**config.mk**
```make
export PLATFORM = sky130hd
export DESIGN_NAME = alu_result_queue_flat
export DESIGN_NICKNAME = d
export VERILOG_FILES = /design/src/rtl/alu_pkg.sv /design/src/rtl/alu_result_queue_if.sv /design/src/rtl/alu_rq_mem.sv /design/src/rtl/alu_result_queue.sv /design/src/flat_wrapper.sv
export SDC_FILE = /design/constraint.sdc
export NUM_CORES = 1
export LEC_CHECK = 0
export BUFFER_PORTS_ARGS = -buffer_cell sky130_fd_sc_hd__buf_4
export CAP_MARGIN = 15
export CORE_MARGIN = 4
export CORE_UTILIZATION = 40
export CTS_BUF_LIST = sky130_fd_sc_hd__clkbuf_4 sky130_fd_sc_hd__clkbuf_8
export DETAILED_ROUTE_END_ITERATION = 7
export GPL_TIMING_DRIVEN = 0
export PLACE_DENSITY_LB_ADDON = 0.25
export SETUP_SLACK_MARGIN = 0.02
export SLEW_MARGIN = 20
export SYNTH_ARGS = -nofsm -noshare
export SYNTH_HDL_FRONTEND = slang
export SYNTH_SLANG_ARGS = --single-unit
```
**constraint.sdc**
```tcl
create_clock -name clk -period 2.1 [get_ports clk]
set_input_delay 0.63 -clock clk [delete_from_list [all_inputs] [get_ports clk]]
set_output_delay 0.63 -clock clk [all_outputs]
set_load 0.1 [all_outputs]
```
**src/rtl/alu_pkg.sv**
```systemverilog
// Shared constants for the ALU result queue: sizes, sel codes and the
// layout of a stored entry {sel, cout, res}.
package alu_pkg;

  localparam int ALU_WIDTH = 16;
  localparam int ALU_DEPTH = 4;

  localparam logic [1:0] SEL_ADD = 2'b00;
  localparam logic [1:0] SEL_SUB = 2'b01;
  localparam logic [1:0] SEL_AND = 2'b10;
  localparam logic [1:0] SEL_OR  = 2'b11;

  localparam int ENT_W    = ALU_WIDTH + 3;
  localparam int RES_LSB  = 0;
  localparam int COUT_BIT = ALU_WIDTH;
  localparam int SEL_LSB  = ALU_WIDTH + 1;

  function automatic int ent_w(input int w);
    return w + 3;
  endfunction

endpackage

```
**src/rtl/alu_result_queue_if.sv**
```systemverilog
// Producer/consumer handshake bundle of the ALU result queue.
// master = environment side, slave = the queue itself.
interface alu_result_queue_if
  import alu_pkg::*;
#(
  parameter int WIDTH = ALU_WIDTH
) ();

  logic             in_valid;
  logic             in_ready;
  logic [WIDTH-1:0] in_res;
  logic             in_cout;
  logic [1:0]       in_sel;

  logic             out_valid;
  logic             out_ready;
  logic [WIDTH-1:0] out_res;
  logic             out_cout;
  logic [1:0]       out_sel;
  logic             out_zero;
  logic             out_neg;

  modport master (
    output in_valid, in_res, in_cout, in_sel,
    output out_ready,
    input  in_ready,
    input  out_valid, out_res, out_cout,
    input  out_sel, out_zero, out_neg
  );

  modport slave (
    input  in_valid, in_res, in_cout, in_sel,
    input  out_ready,
    output in_ready,
    output out_valid, out_res, out_cout,
    output out_sel, out_zero, out_neg
  );

endinterface

```
**src/rtl/alu_rq_mem.sv**
```systemverilog
// Entry storage: one write port, one asynchronous read port.
// Contents are intentionally not reset.
module alu_rq_mem #(
  parameter int EW    = 19,
  parameter int DEPTH = 4
) (
  input  logic                     clk,
  input  logic                     i_we,
  input  logic [$clog2(DEPTH)-1:0] i_waddr,
  input  logic [EW-1:0]            i_wdata,
  input  logic [$clog2(DEPTH)-1:0] i_raddr,
  output logic [EW-1:0]            o_rdata
);

  logic [EW-1:0] r_mem [DEPTH];

  always_ff @(posedge clk) begin
    if (i_we) r_mem[i_waddr] <= i_wdata;
  end

  assign o_rdata = r_mem[i_raddr];

endmodule

```
**src/rtl/alu_result_queue.sv**
```systemverilog
// Show-ahead FIFO for ALU results with zero/neg flags on the head
// and a sticky overflow flag for pushes attempted while full.
module alu_result_queue
  import alu_pkg::*;
#(
  parameter int WIDTH = ALU_WIDTH,
  parameter int DEPTH = ALU_DEPTH
) (
  input  logic                   clk,
  input  logic                   rst,
  alu_result_queue_if.slave      q,
  output logic [$clog2(DEPTH):0] count,
  output logic                   ovf,
  input  logic                   ovf_clr
);

  localparam int PW = $clog2(DEPTH);
  localparam int CW = PW + 1;
  localparam int EW = ent_w(WIDTH);
  localparam logic [CW-1:0] FULL = CW'(DEPTH);

  logic [PW-1:0] r_wptr;
  logic [PW-1:0] r_rptr;
  logic [CW-1:0] r_count;
  logic          r_ovf;

  logic          w_in_ready;
  logic          w_out_valid;
  logic          w_push;
  logic          w_pop;
  logic          w_drop;
  logic [EW-1:0] w_wdata;
  logic [EW-1:0] w_head;

  assign w_in_ready  = (r_count != FULL);
  assign w_out_valid = (r_count != '0);
  assign w_push      = q.in_valid && w_in_ready;
  assign w_pop       = w_out_valid && q.out_ready;
  // A pop in the same cycle does not make room for a push.
  assign w_drop      = q.in_valid && !w_in_ready;
  assign w_wdata     = {q.in_sel, q.in_cout, q.in_res};

  always_ff @(posedge clk or posedge rst) begin
    if (rst) begin
      r_wptr  <= '0;
      r_rptr  <= '0;
      r_count <= '0;
      r_ovf   <= 1'b0;
    end else begin
      if (w_push) r_wptr <= r_wptr + PW'(1);
      if (w_pop)  r_rptr <= r_rptr + PW'(1);
      if (w_push && !w_pop)
        r_count <= r_count + CW'(1);
      else if (w_pop && !w_push)
        r_count <= r_count - CW'(1);
      if (w_drop)
        r_ovf <= 1'b1;
      else if (ovf_clr)
        r_ovf <= 1'b0;
    end
  end

  alu_rq_mem #(
    .EW    (EW),
    .DEPTH (DEPTH)
  ) u_mem (
    .clk     (clk),
    .i_we    (w_push),
    .i_waddr (r_wptr),
    .i_wdata (w_wdata),
    .i_raddr (r_rptr),
    .o_rdata (w_head)
  );

  assign q.in_ready  = w_in_ready;
  assign q.out_valid = w_out_valid;
  assign q.out_res   = w_head[WIDTH-1:0];
  assign q.out_cout  = w_head[WIDTH];
  assign q.out_sel   = w_head[WIDTH+2:WIDTH+1];
  assign q.out_zero  = (w_head[WIDTH-1:0] == '0);
  assign q.out_neg   = w_head[WIDTH-1];
  assign count       = r_count;
  assign ovf         = r_ovf;

endmodule

```
**src/flat_wrapper.sv**
```systemverilog
// flat-port wrapper written by rule: the top's interface ports become plain ports
module alu_result_queue_flat import alu_pkg::*;
#(
  parameter int WIDTH = ALU_WIDTH,
  parameter int DEPTH = ALU_DEPTH
)
  (clk, rst, count, ovf, ovf_clr, q_in_valid, q_in_res, q_in_cout, q_in_sel, q_out_ready, q_in_ready, q_out_valid, q_out_res, q_out_cout, q_out_sel, q_out_zero, q_out_neg);
  alu_result_queue_if #(.WIDTH(WIDTH)) q_i ();
  input  logic clk;
  input  logic rst;
  output logic [$clog2(DEPTH):0] count;
  output logic ovf;
  input  logic ovf_clr;
  input wire logic [$bits(q_i.in_valid)-1:0] q_in_valid;
  input wire logic [$bits(q_i.in_res)-1:0] q_in_res;
  input wire logic [$bits(q_i.in_cout)-1:0] q_in_cout;
  input wire logic [$bits(q_i.in_sel)-1:0] q_in_sel;
  input wire logic [$bits(q_i.out_ready)-1:0] q_out_ready;
  output wire logic [$bits(q_i.in_ready)-1:0] q_in_ready;
  output wire logic [$bits(q_i.out_valid)-1:0] q_out_valid;
  output wire logic [$bits(q_i.out_res)-1:0] q_out_res;
  output wire logic [$bits(q_i.out_cout)-1:0] q_out_cout;
  output wire logic [$bits(q_i.out_sel)-1:0] q_out_sel;
  output wire logic [$bits(q_i.out_zero)-1:0] q_out_zero;
  output wire logic [$bits(q_i.out_neg)-1:0] q_out_neg;
  assign q_i.in_valid = q_in_valid;
  assign q_i.in_res = q_in_res;
  assign q_i.in_cout = q_in_cout;
  assign q_i.in_sel = q_in_sel;
  assign q_i.out_ready = q_out_ready;
  assign q_in_ready = q_i.in_ready;
  assign q_out_valid = q_i.out_valid;
  assign q_out_res = q_i.out_res;
  assign q_out_cout = q_i.out_cout;
  assign q_out_sel = q_i.out_sel;
  assign q_out_zero = q_i.out_zero;
  assign q_out_neg = q_i.out_neg;
  alu_result_queue #(.WIDTH(WIDTH), .DEPTH(DEPTH)) u_core (.clk(clk), .rst(rst), .q(q_i), .count(count), .ovf(ovf), .ovf_clr(ovf_clr));
endmodule
```
== Word level (Yosys, flattened, before mapping) ==
Memories as Yosys holds them, arrays and structs flattened.
Cells that the tools add are included.

* Input port bits: 24
* Memories: 1
* Memory bits (writable): 76
* Register bits: 8
* Output and inout bits: 27
* Word-level logic and storage cells: 28

* Add/subtract/negate cells: 4
* Mux-type cells: 6
* Equal/unequal tests: 1
* Reduce and logical (&&, ||, !) cells: 12

{| class="wikitable"
|+ Memory list
! memory !! depth !! bits a word !! read ports !! clocked after Yosys merged registers in !! wr ports !! RTL line !! text
|-
| u_core.u_mem.r_mem || 4 || 19 || 1 || 0 || 1 || alu_rq_mem.sv:15 || <nowiki>logic [EW-1:0] r_mem [DEPTH];</nowiki>
|}

{| class="wikitable"
|+ Operators by type and width
! operator !! count
|-
| zero test 16 bit || 1
|-
| two-way mux 3 bit || 2
|-
| logical AND 1 bit || 5
|-
| adder 2 x 1 -> 2 bit (second input constant) || 2
|-
| two-way mux 1 bit || 4
|-
| nonzero test 2 bit || 2
|-
| adder 3 x 1 -> 3 bit (second input constant) || 1
|-
| zero test 1 bit || 3
|-
| inequality test 3 bit (second input constant) || 1
|-
| nonzero test 3 bit || 1
|-
| subtractor 3 x 1 -> 3 bit (second input constant) || 1
|}

== Longest topological paths before layout ==
Gate-level depths: netlist (run 1).

* Depth after elaboration: 6
* Gate-level depth with buffers: 9
* Mapped depth without buffers: 8

== Modules after synthesis ==
From an unflattened synthesis (run 1), not the netlist that was laid out.

* Cells, all modules: 139
* Area, all modules: 3,228.1 um2

{| class="wikitable"
|+ By module, submodules not included
! module !! cells each !! area an instance (um2) !! seq. area each (um2) !! times used
|-
| alu_rq_mem || 103 || 2,816.5 || 2,282.2 || 1
|-
| alu_result_queue || 36 || 411.6 || 200.2 || 1
|}

== Worst setup path before layout (run 1) ==
No wires, ideal clock.

* Kind: register to output
* Start: register u_core.r_rptr[0]
* End: output q_out_zero
* Required time: 1,470 ps
* Cell stages (with the launch flop): 5
* Slack: -1,043 ps
* Path buffers: 1
* Data arrival time: 2,513 ps
* Cells stage by stage: dfrtp_1 > buf_4 > mux4_2 > nor4_1 > and4_1

* Cells in the longest elaborated chain, start to end: 2

{| class="wikitable"
|+ Ends and longest elaborated chain
! what !! RTL line !! text
|-
| start, declared || alu_result_queue.sv:23 || <nowiki>logic [PW-1:0] r_rptr;</nowiki>
|-
| start signal, assigned || alu_result_queue.sv:51 || <nowiki>if (w_pop) r_rptr <= r_rptr + PW'(1);</nowiki>
|-
| memory (4 x 19 bit) || -- ||
|-
| named net q_out_neg || flat_wrapper.sv:25 || <nowiki>output wire logic [$bits(q_i.out_neg)-1:0] q_out_neg;</nowiki>
|-
| zero test 16 bit || alu_result_queue.sv:80 || <nowiki>assign q.out_zero = (w_head[WIDTH-1:0] == '0);</nowiki>
|-
| end, declared || flat_wrapper.sv:24 || <nowiki>output wire logic [$bits(q_i.out_zero)-1:0] q_out_zero;</nowiki>
|}

The timed path passes the listed nets, and every way through them passes these cells.

== Worst setup path in the final report (run 1) ==
* Start: register u_core.r_rptr[0]
* End: output q_out_zero

* Cells in the longest elaborated chain, start to end: 2

{| class="wikitable"
|+ Ends and longest elaborated chain
! what !! RTL line
|-
| memory (4 x 19 bit) || --
|-
| zero test 16 bit || alu_result_queue.sv:80
|}

Every way passes these cells.

==> results of run 1 <==
-- metrics by stage --
step	instances	instance area [µm²]	util, %	setup slack (ps)	hold WS (ps)
floorplan	146	3280	-	-680	446
finish	328	4400	56.6	-781	226
global placement	298	3780	48.6	-934	504
global route	328	4400	56.6	-885	239
detailed placement	298	3780	48.6	-911	504
CTS	321	4260	54.9	-813	229
-- cell usage after synthesis (all sizes together) --
library cell | instances | share of area [%]
edfxtp | 76 | 71
mux4 | 19 | 13
dfrtp | 8 | 6.2
inv | 6 | 0.70
ha | 5 | 1.9
and2 | 4 | 0.78
nor4 | 4 | 0.78
xnor2 | 4 | 1.1
buf | 3 | 0.81
clkbuf | 3 | 0.35
mux2 | 2 | 0.70
nand2 | 2 | 0.23
xor2 | 2 | 0.54
and4 | 1 | 0.27
fa | 1 | 0.62
nand3 | 1 | 0.15
nor2 | 1 | 0.12
nor2b | 1 | 0.19
nor3b | 1 | 0.23
o21ai | 1 | 0.15
or3 | 1 | 0.19
-- per-layer routing --
layer	vias up	GRT usage [%]
li1	735	-
met1	857	16.2
met2	39	22.4
met3	11	3.00
met4	0	6.07
met5	-	0
-- area by class of cell --
cell class	instances	area (µm²)
timing repair buffer	65	733
multi-input combinational	50	776
clock buffer	12	159
buffer	5	61.3
sequential	84	2490
inverter	6	22.5
fill	607	3370
clock inverter	4	25.0
tap	102	128
-- registers in the layout, indices dropped and copies added (netlist names) --
register,cells
u_core.u_mem.r_mem,76
u_core.count,3
u_core.r_rptr,2
u_core.r_wptr,2
u_core.ovf,1
-- logic make-up after synthesis --
family / Yosys count
buf+inv: 12
mux: 21
fa+ha+maj: 6
simple gates: 16
flops: 84
xor+xnor: 6
compound gates: 1
-- critical path: cells and delay by family, from the launching register on --
kind / cells / cell delay, ps
buf+inv: 2 / 330
flops: 1 / 430
mux: 1 / 560
simple gates: 2 / 570
-- final timing paths --
| path | startpoint | to | slack [ps] | depth (start not counted) |
|---|---|---|---|---|
| setup / recovery | u_core.r_rptr[0] | q_out_zero | -780 | 5 |
| hold / removal | rst | u_core.count[1] | 230 | 2 |
| setup reg to reg | u_core.count[2] | u_core.count[2] | 110 | 8 |
| hold reg to reg | u_core.ovf | u_core.ovf | 510 | 2 |
| max in group asynchronous | rst | u_core.count[2] | 1610 | 2 |
| min in group clk | ovf_clr | u_core.ovf | 460 | 2 |
-- what timing repair did --
action / in CTS / in global routing
setup endpoints to repair: 84 / 24
pin swaps: 1 / 5
setup buffers: 8 / 8
gates resized for setup: 59 / 20
hold buffers: 0 / 0
gates cloned: 0 / 0
==> results.json, run 1 <==
{
  "rsz0062_at_grt": "yes",
  "synth_simple_gate_area_share_pct": 2.95,
  "cts_root_buffer": "clkbuf_8",
  "viasPerCell": 5.01,
  "grt_max_degree": 20,
  "path_clk_slew_ps": 80,
  "synth.avg_cell_area_um2": 22.1,
  "finClkSkew_ps": 8.03,
  "met1_length_um": 2520,
  "fin_tns_setup_ps": -6730,
  "synthAdderAreaFrac_pct": 2.56,
  "grt_util_all_layers_pct": 13.2,
  "critPathMaxFanout": 10,
  "cp_slowest_cell": "mux4_2",
  "wl_met2_um": 3230,
  "arrival_ps": 2250,
  "routed-wl-met3_um": 211,
  "synthMuxAreaShare_pct": 14.0,
  "start_util_pct": 41.6,
  "fp.dieArea_um2": 9570,
  "maxSlewViolCount": 0,
  "synth_xor_area_share_pct": 1.63,
  "hpwlAfterDp_um": 3740,
  "syn_area_um2": 3230,
  "clockBufferDepth": 2,
  "slew_headroom_pct": 61.8,
  "synth_compound_area_share_pct": 0.155,
  "drv_cap": 0,
  "routed_wl_um": 6070,
  "coreArea_um2": 7770,
  "hold_viol": 0,
  "final_cell_mix": "76 x edfxtp_1, 36 x buf_4, 19 x mux4_2",
  "ys_seq_elements": 84,
  "nNetsFinal": 251,
  "yosys_warnings": 0,
  "worstSetupPathType": "reg -> out",
  "dr.max_layer_used": "met4",
  "grt_pass1_wl_um": 9380,
  "clkLatencyLatePin_ps": 350,
  "wl_per_cell_um": 18.5,
  "synth_top_family_by_area": "multiplexers",
  "first_global_vias": 1763,
  "crit_chain": "buf_12, mux4_2, nor4_4, and4_4, buf_12",
  "drt_iter0_markers": 85,
  "die_h_um": 97.8,
  "cp-end-kind": "primary output",
  "gp_congestion": 0.659,
  "post-route-min-period_ps": 2880,
  "drtPass1Iterations": 4,
  "syn2layout_area_growth_pct": 36.2,
  "cts_tree": "built",
  "status": "complete, but fails checks",
  "rows": 32,
  "fmax_ghz": 0.347,
  "cts.htree.levels": 3,
  "post-route-period-util_pct": 137,
  "via_count": 1642,
  "layout_commonest_cell": "edfxtp_1",
  "worst_hold_path_type": "in -> async",
  "io_pins": 51,
  "failed_checks": "setup timing",
  "die_w_um": 97.8,
  "cp.required_ps": 1470,
  "antenna_found_initial": 0,
  "drcViolationCount": 0,
  "synth_fp_nets": 176,
  "max_stage_delay_ps": 560,
  "cts_made_buffers": 9,
  "cp_common_cell": "buf_12",
  "tightestPinTransition_ps": 573,
  "ant_nets": 0,
  "overflow": 0,
  "synthCells": 146,
  "numPortBuffers": 50,
  "synth_cell_types": 23,
  "seq_area_frac_synth_pct": 76.9,
  "cts.sinks": 84,
  "drive_gt1_share_pct": 55.3,
  "diodes": 0,
  "setup_ws_ps": -781,
  "setup_viol": 22,
  "cp-start-kind": "flip-flop"
}
Power of run 1 is not shown: default switching activity piles up to over one toggle a cycle in this logic, so the estimate is an artifact.
==> inputs of run 2 (changes only) <==
--- a/config.mk
+++ b/config.mk
@@ -11,7 +11,7 @@
 export CORE_UTILIZATION = 40
 export CTS_BUF_LIST = sky130_fd_sc_hd__clkbuf_4 sky130_fd_sc_hd__clkbuf_8
 export DETAILED_ROUTE_END_ITERATION = 7
-export GPL_TIMING_DRIVEN = 0
+export GPL_TIMING_DRIVEN = 1
 export PLACE_DENSITY_LB_ADDON = 0.25
 export SETUP_SLACK_MARGIN = 0.02
 export SLEW_MARGIN = 20
==> run 2 against run 1 <==
  * The flow still finishes with violations (setup timing)
  * Utilization up 2.7 points
  * Register-to-register slack got worse by 30 ps
  * Fmax increased by 1.2%
  * Critical path type unchanged
  * Non-clock buffer count up 12
  * Clock skew increased by 7.7 ps
  * First-iteration DRC count fell by 54%
  * Routed wire length fell by 2.8%
  * Design area grew 4.7%
  * Clock-buffer cell count shrank 3
  * Hold slack better by 9.9 ps
  * Via count increased by 0.73%
==> results.json, run 2 (synthesis gave the netlist of run 1 again) <==
{
  "status": "complete, but fails checks",
  "failed_checks": "setup timing",
  "drtPass1Iterations": 4,
  "final_cell_mix": "76 x edfxtp_1, 38 x buf_4, 26 x buf_12",
  "cp_common_cell": "buf_12",
  "finClkSkew_ps": 15.8,
  "via_count": 1654,
  "post-route-min-period_ps": 2850,
  "cts.htree.levels": 3,
  "viasPerCell": 4.86,
  "fp.dieArea_um2": 9570,
  "cts_root_buffer": "clkbuf_8",
  "cts.sinks": 84,
  "cp-start-kind": "flip-flop",
  "largest_register": "u_core.u_mem.r_mem",
  "cts_tree": "built",
  "overflow": 0,
  "post-route-period-util_pct": 135,
  "cp.required_ps": 1470,
  "fmax_ghz": 0.351,
  "critPathMaxFanout": 12,
  "path_clk_slew_ps": 90,
  "crit_chain": "buf_12, mux4_2, nor4_4, and4_4, buf_12",
  "drive_gt1_share_pct": 57.1,
  "grt_util_all_layers_pct": 13.4,
  "fillers": 575,
  "grt_pass1_wl_um": 9540,
  "drt_iter0_markers": 39,
  "maxSlewViolCount": 0,
  "tightestPinTransition_ps": 348,
  "drv_cap": 0,
  "cp-end-kind": "primary output",
  "cp_slowest_cell": "mux4_2",
  "rsz0062_at_grt": "yes",
  "largest_register_ffs": 76,
  "multiInputGateArea_um2": 777,
  "die_w_um": 97.8,
  "gp_congestion": 0.730,
  "die_h_um": 97.8,
  "ant_nets": 0,
  "setup_ws_ps": -745,
  "drcViolationCount": 0,
  "post-route-util_pct": 59.3,
  "nNetsFinal": 263,
  "cts_made_buffers": 9,
  "io_pins": 51,
  "numPortBuffers": 50,
  "rows": 32,
  "diodes": 0,
  "hpwlAfterDp_um": 3870,
  "arrival_ps": 2220,
  "max_stage_delay_ps": 570,
  "slew_headroom_pct": 76.8,
  "setup_viol": 22,
  "antenna_found_initial": 0,
  "first_global_vias": 1881,
  "coreArea_um2": 7770,
  "hold_viol": 0,
  "clockBufferDepth": 2,
  "syn2layout_area_growth_pct": 42.6,
  "ctsHoldBuffers": 0,
  "worstSetupPathType": "reg -> out",
  "worst_hold_path_type": "in -> async",
  "grt_max_degree": 20,
  "start_util_pct": 41.6,
  "wl_per_cell_um": 17.4,
  "clkLatencyLatePin_ps": 350,
  "regArea_um2": 2490,
  "post-place-ws_ps": -629,
  "layout_commonest_cell": "edfxtp_1",
  "r2r_start": "u_core.count[2]",
  "routed_wl_um": 5900,
  "crit_start": "u_core.r_rptr[0]"
}
-- run 2: cell count changes in the layout (fill, tap and decap cells not counted), sizes merged --
cell and change:
inv +1, clkinv +3, buf +14, clkbuf -5, clkinvlp -1
-- run 2: cell type report --
type,instances,area share [%]
Clock inverter,7,1.11
Clock buffer,9,2.69
Tap cell,102,2.77
Multi-Input combinational cell,50,16.9
Sequential cell,84,54.1
Timing Repair Buffer,82,21.9
Inverter,6,0.489
-- run 2: metrics by stage --
| stage | std cells | instance area, µm² | hold slack [ps] | TNS [ps] |
|---|---|---|---|---|
| global placement | 315 | 3990 | 501 | -859 |
| finish | 340 | 4600 | 236 | -6660 |
| CTS | 336 | 4520 | 231 | -7910 |
| floorplan | 146 | 3280 | 446 | -1330 |
| detailed placement | 315 | 3990 | 511 | -942 |
| global route | 340 | 4600 | 245 | -8390 |
-- run 2: repair_timing --
action	CTS	global route
pin swaps	0	3
buffers inserted	5	5
resized for setup	75	15
setup endpoints to repair	23	24
-- run 2: per-layer routing --
metal,GRT usage [%],part of all wire [%],up-vias
met5,0,0,-
met4,6.71,2.0,0
met3,3.79,4.3,10
met2,22.7,53,42
met1,15.6,40,841
li1,-,-,761
-- run 2: critical path: cells and delay by family, from the launching register on --
| kind | cells | cell delay, ps |
|---|---|---|
| simple gates | 2 | 570 |
| flops | 1 | 410 |
| mux | 1 | 570 |
| buf+inv | 2 | 330 |
-- run 2: worst paths after layout --
check                           cells past startpoint  slack, ps                to
worst max register to register                      8         80   u_core.count[2]
min in group clk                                    2        450        u_core.ovf
worst min register to register                      2        520        u_core.ovf
max in group asynchronous                           2       1570  u_core.r_rptr[0]
worst min-delay path                                2        240   u_core.count[0]
worst max-delay path                                5       -750        q_out_zero
Power of run 2 is left out for the same reason.
